[src/rtl/ecc_host_pkg.sv]
// Shared definitions for the ECC serial host: FSM state encoding and default sizing.
package ecc_host_pkg;

  localparam int unsigned ECC_BIT_NUM_DEF = 32;
  localparam int unsigned ECC_TIMEOUT_DEF = 4096;

  typedef enum logic [2:0] {
    IDLE,
    SEND,
    WAIT,
    RECV,
    DONE
  } host_state_e;

endpackage

[src/rtl/ecc_bit_shifter.sv]
// One serial lane: parallel load, MSB-first shift out, and serial shift-in at the LSB.
module ecc_bit_shifter
  import ecc_host_pkg::*;
#(
  parameter int unsigned WIDTH = ECC_BIT_NUM_DEF
) (
  input  logic             clk,
  input  logic             rst,
  input  logic             clear,
  input  logic             load,
  input  logic [WIDTH-1:0] load_data,
  input  logic             shift,
  input  logic             shift_in,
  output logic [WIDTH-1:0] word
);

  always_ff @(posedge clk or negedge rst) begin
    if (!rst) begin
      word <= '0;
    end else if (clear) begin
      word <= '0;
    end else if (load) begin
      word <= load_data;
    end else if (shift) begin
      word <= {word[WIDTH-2:0], shift_in};
    end
  end

endmodule

[src/rtl/ecc_serial_host.sv]
// Serialises an operand set to the ECC core and deserialises its result.
// Optional response watchdog is enabled with `define ECC_HOST_TIMEOUT_EN.
//
// state | meaning
// IDLE  | cmd_ready high, waiting for an operand set
// SEND  | shifting operands out MSB first, ser_valid high
// WAIT  | operands sent, no result bit seen yet
// RECV  | collecting result bits on des_valid
// DONE  | response held until rsp_ready
module ecc_serial_host
  import ecc_host_pkg::*;
#(
  parameter int unsigned BIT_NUM        = ECC_BIT_NUM_DEF,
  parameter int unsigned TIMEOUT_CYCLES = ECC_TIMEOUT_DEF
) (
  input  logic               clk,
  input  logic               rst,
  input  logic               cmd_valid,
  output logic               cmd_ready,
  input  logic               cmd_mode,
  input  logic [BIT_NUM-1:0] cmd_p,
  input  logic [BIT_NUM-1:0] cmd_x,
  input  logic [BIT_NUM-1:0] cmd_y,
  input  logic [BIT_NUM-1:0] cmd_a,
  output logic               ser_valid,
  output logic               ser_mode,
  output logic               ser_p,
  output logic               ser_x,
  output logic               ser_y,
  output logic               ser_a,
  input  logic               des_valid,
  input  logic               des_x,
  input  logic               des_y,
  output logic               rsp_valid,
  input  logic               rsp_ready,
  output logic [BIT_NUM-1:0] rsp_x,
  output logic [BIT_NUM-1:0] rsp_y,
  output logic               rsp_err
);

  localparam int unsigned      CNT_W    = $clog2(BIT_NUM + 1);
  localparam logic [CNT_W-1:0] LAST_BIT = CNT_W'(BIT_NUM - 1);

  host_state_e        state, state_nxt;
  logic [CNT_W-1:0]   bit_cnt, bit_cnt_nxt;
  logic               mode_q;
  logic               load, tx_shift, rx_shift, rx_clear;
  logic               rx_phase, timeout_hit;
  logic [BIT_NUM-1:0] p_word, x_word, y_word, a_word;
  logic               unused_bits;

  assign rx_phase = (state == WAIT) || (state == RECV);

  always_ff @(posedge clk or negedge rst) begin
    if (!rst) begin
      state   <= IDLE;
      bit_cnt <= '0;
      mode_q  <= 1'b0;
    end else begin
      state   <= state_nxt;
      bit_cnt <= bit_cnt_nxt;
      if (load) mode_q <= cmd_mode;
    end
  end

  always_comb begin
    state_nxt   = state;
    bit_cnt_nxt = bit_cnt;
    load        = 1'b0;
    tx_shift    = 1'b0;
    rx_shift    = 1'b0;
    rx_clear    = 1'b0;
    unique case (state)
      IDLE: begin
        if (cmd_valid) begin
          load        = 1'b1;
          bit_cnt_nxt = '0;
          state_nxt   = SEND;
        end
      end
      SEND: begin
        tx_shift = 1'b1;
        if (bit_cnt == LAST_BIT) begin
          bit_cnt_nxt = '0;
          state_nxt   = WAIT;
        end else begin
          bit_cnt_nxt = bit_cnt + 1'b1;
        end
      end
      WAIT, RECV: begin
        // A watchdog expiry wins over a result bit arriving on the same edge.
        if (timeout_hit) begin
          rx_clear    = 1'b1;
          bit_cnt_nxt = '0;
          state_nxt   = DONE;
        end else if (des_valid) begin
          rx_shift = 1'b1;
          if (bit_cnt == LAST_BIT) begin
            bit_cnt_nxt = '0;
            state_nxt   = DONE;
          end else begin
            bit_cnt_nxt = bit_cnt + 1'b1;
            state_nxt   = RECV;
          end
        end
      end
      DONE: begin
        if (rsp_ready) state_nxt = IDLE;
      end
      default: state_nxt = IDLE;
    endcase
  end

  // x/y lanes shift operands out, then reuse the same register to collect the result.
  ecc_bit_shifter #(.WIDTH(BIT_NUM)) u_lane_p (
    .clk(clk), .rst(rst), .clear(1'b0), .load(load), .load_data(cmd_p),
    .shift(tx_shift), .shift_in(1'b0), .word(p_word)
  );

  ecc_bit_shifter #(.WIDTH(BIT_NUM)) u_lane_x (
    .clk(clk), .rst(rst), .clear(rx_clear), .load(load), .load_data(cmd_x),
    .shift(tx_shift | rx_shift), .shift_in(rx_shift & des_x), .word(x_word)
  );

  ecc_bit_shifter #(.WIDTH(BIT_NUM)) u_lane_y (
    .clk(clk), .rst(rst), .clear(rx_clear), .load(load), .load_data(cmd_y),
    .shift(tx_shift | rx_shift), .shift_in(rx_shift & des_y), .word(y_word)
  );

  ecc_bit_shifter #(.WIDTH(BIT_NUM)) u_lane_a (
    .clk(clk), .rst(rst), .clear(1'b0), .load(load), .load_data(cmd_a),
    .shift(tx_shift), .shift_in(1'b0), .word(a_word)
  );

`ifdef ECC_HOST_TIMEOUT_EN
  localparam int unsigned TMR_W = $clog2(TIMEOUT_CYCLES + 1);

  logic [TMR_W-1:0] tmr;
  logic             err_q;

  always_ff @(posedge clk or negedge rst) begin
    if (!rst) begin
      tmr <= '0;
    end else if ((state == SEND) && (bit_cnt == LAST_BIT)) begin
      tmr <= TMR_W'(TIMEOUT_CYCLES - 1);
    end else if (rx_phase && (tmr != '0)) begin
      tmr <= tmr - 1'b1;
    end
  end

  always_ff @(posedge clk or negedge rst) begin
    if (!rst) begin
      err_q <= 1'b0;
    end else if (timeout_hit) begin
      err_q <= 1'b1;
    end else if ((state == DONE) && rsp_ready) begin
      err_q <= 1'b0;
    end
  end

  assign timeout_hit = rx_phase && (tmr == '0);
  assign rsp_err     = (state == DONE) && err_q;
  assign unused_bits = ^{p_word[BIT_NUM-2:0], a_word[BIT_NUM-2:0]};
`else
  assign timeout_hit = 1'b0;
  assign rsp_err     = 1'b0;
  assign unused_bits = ^{p_word[BIT_NUM-2:0], a_word[BIT_NUM-2:0], (TIMEOUT_CYCLES > 0)};
`endif

  // cmd_ready is gated by rst so it reads low while reset is held.
  assign cmd_ready = (state == IDLE) && rst;
  assign ser_valid = (state == SEND);
  assign ser_mode  = (state != IDLE) && mode_q;
  assign ser_p     = ser_valid && p_word[BIT_NUM-1];
  assign ser_x     = ser_valid && x_word[BIT_NUM-1];
  assign ser_y     = ser_valid && y_word[BIT_NUM-1];
  assign ser_a     = ser_valid && a_word[BIT_NUM-1];
  assign rsp_valid = (state == DONE);
  assign rsp_x     = rsp_valid ? x_word : '0;
  assign rsp_y     = rsp_valid ? y_word : '0;

endmodule

[config.mk]
export PLATFORM = sky130hd
export DESIGN_NAME = ecc_serial_host
export DESIGN_NICKNAME = d
export VERILOG_FILES = /design/src/rtl/ecc_host_pkg.sv /design/src/rtl/ecc_bit_shifter.sv /design/src/rtl/ecc_serial_host.sv
export SDC_FILE = /design/constraint.sdc
export NUM_CORES = 1
export LEC_CHECK = 0
export CAP_MARGIN = 30
export CORE_AREA = 5 5 126 128
export DETAILED_ROUTE_END_ITERATION = 10
export DIE_AREA = 0 0 131 133
export PLACE_DENSITY_LB_ADDON = 0.25
export SYNTH_ARGS = -nofsm -noshare
export SYNTH_HDL_FRONTEND = slang
export SYNTH_SLANG_ARGS = --single-unit
[constraint.sdc]
create_clock -name clk -period 5.1 [get_ports clk]
set_clock_uncertainty 0.15 [all_clocks]
set_input_delay 1.275 -clock clk [delete_from_list [all_inputs] [get_ports clk]]
set_output_delay 1.275 -clock clk [all_outputs]
set_load 0.02 [all_outputs]
==> out/metrics.cfg, run 1 <==
[logic_synthesis]
synth_largest_area_cell = dfrtp_1
synth-main-ff-cell = dfrtp_1
synth_area_per_cell_um2 = 9.45
yosysSeqAreaShare = 0.522
synth-xor-area-share = 0
syn_nets = 837
synth_top_family_by_area = simple AND/OR/NAND/NOR gates
synth_compound_area_frac = 0.136
syn-instance-count = 700
synthesis.area_mm2 = 0.00662
synth-simple-area-share = 0.201
yosysWarningCount = 0
ys_ff_latch = 138
async_flop_share = 1.00
synth_edf_count = 0
synthAdderAreaFrac = 0.00189
ys_types = 34
synthMuxAreaShare = 0.0985
synthTopCellsByArea = dfrtp_1 (52%), nand2_1 (11%), mux2i_1 (9.7%)
synth_top_cell_area_share = 0.522

[placed_design]
postPlaceCellArea_mm2 = 0.00879
dp_cells = 1045
gp_congestion = 0.845
post-dp-hpwl_um = 12400
port_buffers = 207

[finish]
instances_no_fill = 1077
utilization = 0.639
stdcell_area_mm2 = 0.00943
multi_input_area_mm2 = 0.00292
nNetsFinal = 1013
fill_cells = 1195
antennaDiodeCount = 0
area_growth_pct = 42.5
regArea_mm2 = 0.00345
drive_gt1_frac = 0.0574

[clock_tree]
cts_resized = 0
clockRootBuffer = clkbuf_16
cts_tree = built
cts_max_path_buffers = 2
numCtsBuffers = 17
cts_hold_buf = 0
postCtsSetupBuffers = 0
cts_max_level = 4
insertion_delay_ns = 0.41
clkSinkCount = 138
clkSlewWorstSetupHoldPaths_ns = 0.06

[grt]
grt_pass1_wl_um = 28800
grt_pass1_vias = 5729
antenna_found_initial = 0
grt_max_degree = 71
grt-ovfl-total = 0
track_usage = 0.205

[routing]
vias = 5701
dr.pass1.iters = 4
drc_errors = 0
vias_per_cell = 5.29
routedWlPerCell_um = 16.5
drtAntennaViolNets = 0
drtIter0Drc = 291
wirelength_um = 17800

[sta]
finalHoldViolCount = 0
rsz0062_at_grt = false
min_period_ns = 4.05
fin_tns_setup_ns = 0
slew_headroom = 0.419
max_slew.worst_pin.slew_ns = 0.872
fin_hold_ws_ns = 0.327
final-setup-viol-count = 0
fin_crit_sh = 0.794
fmax_ghz = 0.247
final-max-slew-violation-count = 0

[critical_path]
crit_path_start_kind = flip-flop
cp-end-kind = primary output
worstRegToRegCells = 4
critPathLaunch = state[1]
cp.arrival_ns = 2.62
critical_path_required_ns = 3.67
worst-setup-path-type = flip-flop to primary output
r2r_start = state[2]
path_max_fanout = 51

[worst_hold_path]
holdPathStages = 2
worstHoldPathType = flip-flop to flip-flop
hold_path_startpoint = u_lane_a.word[21]

[die]
die_y_um = 133
row_count = 45
dieArea_mm2 = 0.0174
dieWidth_um = 131
ios = 209
core-area_mm2 = 0.0148
initial_core_util = 0.449

[power]
power_switching_w = 0.00130
powerDensity_mw_per_mm2 = 426
p_comb_frac = 0.237
power_frac_seq = 0.437
p_int_w = 0.00272
sw_frac_of_total = 0.324
p_leak_nw = 4.24
p_clk_frac = 0.327
vdd_drop_max_v = 0.000209

[outcome]
outcome = completed

[run]
max_cap_viol_count = 0

-- flip-flops by register name, summed over array words and instances (netlist names) --
signal,count
u_lane_a.word,32
u_lane_p.word,32
u_lane_x.word,32
u_lane_y.word,32
bit_cnt,6
state,3
mode_q,1
-- cells in the final DEF (no fill, tap or decap), types with 2 or more instances in the layout --
master / netlist / final
a22o_1: 3 / 3
a22oi_1: 62 / 62
a31oi_1: 2 / 2
and2_1: 6 / 6
and3_1: 65 / 65
buf_12: 0 / 2
buf_4: 1 / 8
bufinv_16: 0 / 4
clkbuf_16: 0 / 17
clkdlybuf4s50_1: 0 / 206
clkinv_2: 0 / 2
clkinv_4: 0 / 4
clkinvlp_4: 0 / 3
dfrtp_1: 138 / 138
inv_1: 2 / 2
mux2i_1: 64 / 64
nand2_1: 191 / 191
nand2b_1: 2 / 2
nand3_1: 7 / 7
nor2_1: 7 / 5
nor2_4: 0 / 2
nor3_1: 3 / 3
o21ai_0: 71 / 71
-- cell families after synthesis --
family | count (synthesis)
buf+inv | 62
compound gates | 143
simple gates | 290
other cells | 1
flops | 138
mux | 65
fa+ha+maj | 1
-- per-layer routing --
layer	routed length, um	GRT usage	share of wire	vias to the layer above
li1	-	-	-	2786
met1	7940	0.284	0.45	2689
met2	8040	0.309	0.45	201
met3	1490	0.0610	0.084	25
met4	310	0.0651	0.017	0
met5	0	0	0	-
-- cell usage after synthesis, types with 2 or more instances --
master	instances
dfrtp_1	138
mux2i_1	64
buf_2	18
nor3b_1	2
inv_1	2
nand2b_1	2
a22o_1	3
nor3_1	3
a22oi_1	62
nand3_1	7
and3_1	65
and2_1	6
nor2_1	7
nand2_1	191
o21ai_0	71
clkbuf_1	40
a31oi_1	2
-- power by group through the flow --
stage | combinational (W) | clock, W | sequential (W)
CTS | 0.000964 | 0.00134 | 0.00175
floorplan | 0.000661 | 0 | 0.00167
detailed placement | 0.000962 | 0 | 0.00177
global placement | 0.000903 | 0 | 0.00174
finish | 0.000952 | 0.00131 | 0.00175
global route | 0.00109 | 0.00138 | 0.00180
-- layout make-up --
class	count	share of cell area
flip-flops and latches	138	0.366
multi-input cells	500	0.310
repair buffers	217	0.230
clock buffers	18	0.0466
well taps	188	0.0249
clock inverters	14	0.0208
inverters	2	0.000796
-- critical path, stage by stage, from the launching register on --
cell and delay (ns):
dfrtp_1 0.50, nor2_4 0.37, buf_4 0.45, and3_1 0.27
clkdlybuf4s50_1 0.62
-- final timing paths --
path,to,slack [ns]
max in group asynchronous,u_lane_x.word[11],2.43
max reg2reg,u_lane_x.word[18],2.36
min reg2reg,u_lane_a.word[21],0.33
min in group asynchronous,u_lane_y.word[13],0.96
max,rsp_y[0],1.05
min,u_lane_a.word[21],0.33
-- per-stage QoR --
stage / setup WS [ns] / power [W]
after floorplan: 2.03 / 0.00233
after global placement: 1.49 / 0.00265
after detailed placement: 1.34 / 0.00273
after CTS: 1.03 / 0.00405
after global routing: 0.921 / 0.00428
final: 1.05 / 0.00402
Power figures use the tool's default switching activity.
==> run 2, diff against run 1 <==
CORE_AREA = 5 5 132 134   (was 5 5 126 128)
DIE_AREA = 0 0 137 139   (was 0 0 131 133)
clock period = 3.7 ns   (was 5.1 ns; I/O delays follow)
==> run 2 against run 1 <==
  * Power grew 34%
  * Combinational power grew 39%
  * Final cell count grew 3.2%
  * Global-route usage shrank 1.5 points
  * Largest cell class unchanged
  * Critical endpoint is now ser_p
==> out/metrics.cfg, run 2 (synthesis results as in run 1) <==
[outcome]
outcome = completed  ; unchanged

[routing]
top_layer = met4  ; unchanged
dr.pass1.iters = 5  ; was 4
wl_met1_um = 8200  ; was 7940 um
drtAntennaViolNets = 0  ; unchanged
wirelength_um = 18100  ; was 17800 um
wl_met3_um = 1740  ; was 1490 um
vias = 5705  ; was 5701
drtIter0Drc = 354  ; was 291
routedWlPerCell_um = 16.3  ; was 16.5 um
drc_errors = 0  ; unchanged
wl_met2_um = 7850  ; was 8040 um
vias_per_cell = 5.13  ; was 5.29

[die]
die_y_um = 139  ; was 133 um
row_count = 47  ; was 45
dieWidth_um = 137  ; was 131 um
dieArea_mm2 = 0.0190  ; was 0.0174 mm2
ios = 209  ; unchanged
initial_core_util = 0.409  ; was 0.449
core-area_mm2 = 0.0162  ; was 0.0148 mm2

[critical_path]
crit_chain = nor3b_2 > and2_1 > clkdlybuf4s50_1  ; was nor2_4 > buf_4 > and3_1 > clkdlybuf4s50_1
slowest_stage = nor3b_2  ; was clkdlybuf4s50_1
cp-end-kind = primary output  ; unchanged
cp.arrival_ns = 2.44  ; was 2.62 ns
path_max_fanout = 22  ; was 51
crit_path_start_kind = flip-flop  ; unchanged
worst-setup-path-type = flip-flop to primary output  ; unchanged
critical_path_required_ns = 2.62  ; was 3.67 ns
cpPeakStageDelay_ns = 0.63  ; was 0.62 ns

[grt]
grt_pass1_wl_um = 29200  ; was 28800 um
grt-ovfl-total = 0  ; unchanged
grt_max_degree = 125  ; was 71
track_usage = 0.190  ; was 0.205
grt_pass1_vias = 5620  ; was 5729
antenna_found_initial = 0  ; unchanged

[finish]
nNetsFinal = 1016  ; was 1013
final_common_cell = clkdlybuf4s50_1  ; unchanged
instances_no_fill = 1112  ; was 1077
drive_gt1_frac = 0.0617  ; was 0.0574
layout_common_cells = clkdlybuf4s50_1 (206), nand2_1 (191), dfrtp_1 (137)  ; was clkdlybuf4s50_1 (206), nand2_1 (191), dfrtp_1 (138)
fill_cells = 1408  ; was 1195
antennaDiodeCount = 0  ; unchanged
area_growth_pct = 43.5  ; was 42.5%

[sta]
min_period_ns = 3.51
finalHoldViolCount = 0  ; unchanged
fin_tns_setup_ns = 0  ; unchanged
fmax_ghz = 0.285
final-setup-viol-count = 0  ; unchanged
max_slew.worst_pin.slew_ns = 1.02  ; was 0.872 ns
rsz0062_at_grt = false  ; unchanged
slew_headroom = 0.318  ; was 0.419
final-max-slew-violation-count = 0  ; unchanged
fin_crit_sh = 0.949

[clock_tree]
insertion_delay_ns = 0.41  ; about the same
cts_max_path_buffers = 2  ; unchanged
cts_tree = built  ; unchanged
cts_hold_buf = 0  ; unchanged
postCtsSetupBuffers = 0  ; unchanged
cts_max_level = 4  ; unchanged
clkSlewWorstSetupHoldPaths_ns = 0.06  ; about the same
numCtsBuffers = 17  ; unchanged
cts_resized = 0  ; unchanged
clkSinkCount = 138  ; unchanged
clockRootBuffer = clkbuf_16  ; unchanged

[placed_design]
gp_congestion = 0.786  ; was 0.845
dp_cells = 1079  ; was 1045
post-dp-hpwl_um = 12100  ; was 12400 um
port_buffers = 207  ; unchanged

[worst_hold_path]
worstHoldPathType = input pin to asynchronous set/reset pin  ; was flip-flop to flip-flop

[power]
vdd_drop_max_v = 0.000376  ; was 0.000209 V
powerDensity_mw_per_mm2 = 568  ; was 426 mW/mm2
p_leak_nw = 4.25  ; was 4.24 nW

[run]
max_cap_viol_count = 0  ; unchanged

-- run 2: cell count changes in the layout (fill, tap and decap cells not counted), moves of 2 or more --
cell / previous run / this run
clkinv_4: 4 / 1
bufinv_16: 4 / 2
clkinv_2: 2 / 7
buf_12: 2 / 5
-- run 2: final cells by class --
type	instances	area, um2	share of cell area
Sequential cell	138	3450	0.364
Tap cell	220	275	0.0290
Timing Repair Buffer	220	2250	0.237
Clock buffer	19	453	0.0477
Multi-Input combinational cell	500	2920	0.308
Clock inverter	13	126	0.0133
Inverter	2	7.51	0.000791
-- run 2: report_power, final --
part / internal [W] / switching [W]
sequential: 0.00204 / 0.000376
combinational: 0.000580 / 0.000741
clock: 0.00102 / 0.000644
-- run 2: layer usage --
layer  GRT usage  vias up
met5           0        -
met4      0.0620        0
met3      0.0570       24
met2       0.267      202
met1       0.281     2682
li1            -     2797
-- run 2: path summary, 6_finish.rpt --
path,cells after the start,to,slack [ns],from
min in group clk,2,u_lane_p.word[15],0.32,u_lane_p.word[15]
max in group asynchronous,2,u_lane_a.word[28],2.34,rst
min,1,u_lane_x.word[10],0.23,rst
max reg2reg,4,u_lane_x.word[29],1.24,state[1]
min reg2reg,2,u_lane_p.word[15],0.32,u_lane_p.word[15]
max,3,ser_p,0.19,state[2]
-- run 2: worst max-delay path, delay by kind of cell (launching register included) --
kind,cells,cell delay [ns]
buf+inv,1,0.61
flops,1,0.54
simple gates,2,0.87
-- run 2: metrics by stage --
stage	setup WS, ns	util	cell area, um2	hold slack, ns	power (W)
6_report	0.190	0.587	9490	0.231	0.00539
5_1_grt	0.0492	0.587	9490	0.233	0.00576
4_1_cts	0.163	0.585	9470	0.220	0.00545
3_5_place_dp	0.473	0.550	8890	0.313	0.00376
3_3_place_gp	0.595	0.550	8890	0.307	0.00371
2_1_floorplan	0.978	-	6620	0.288	0.00321
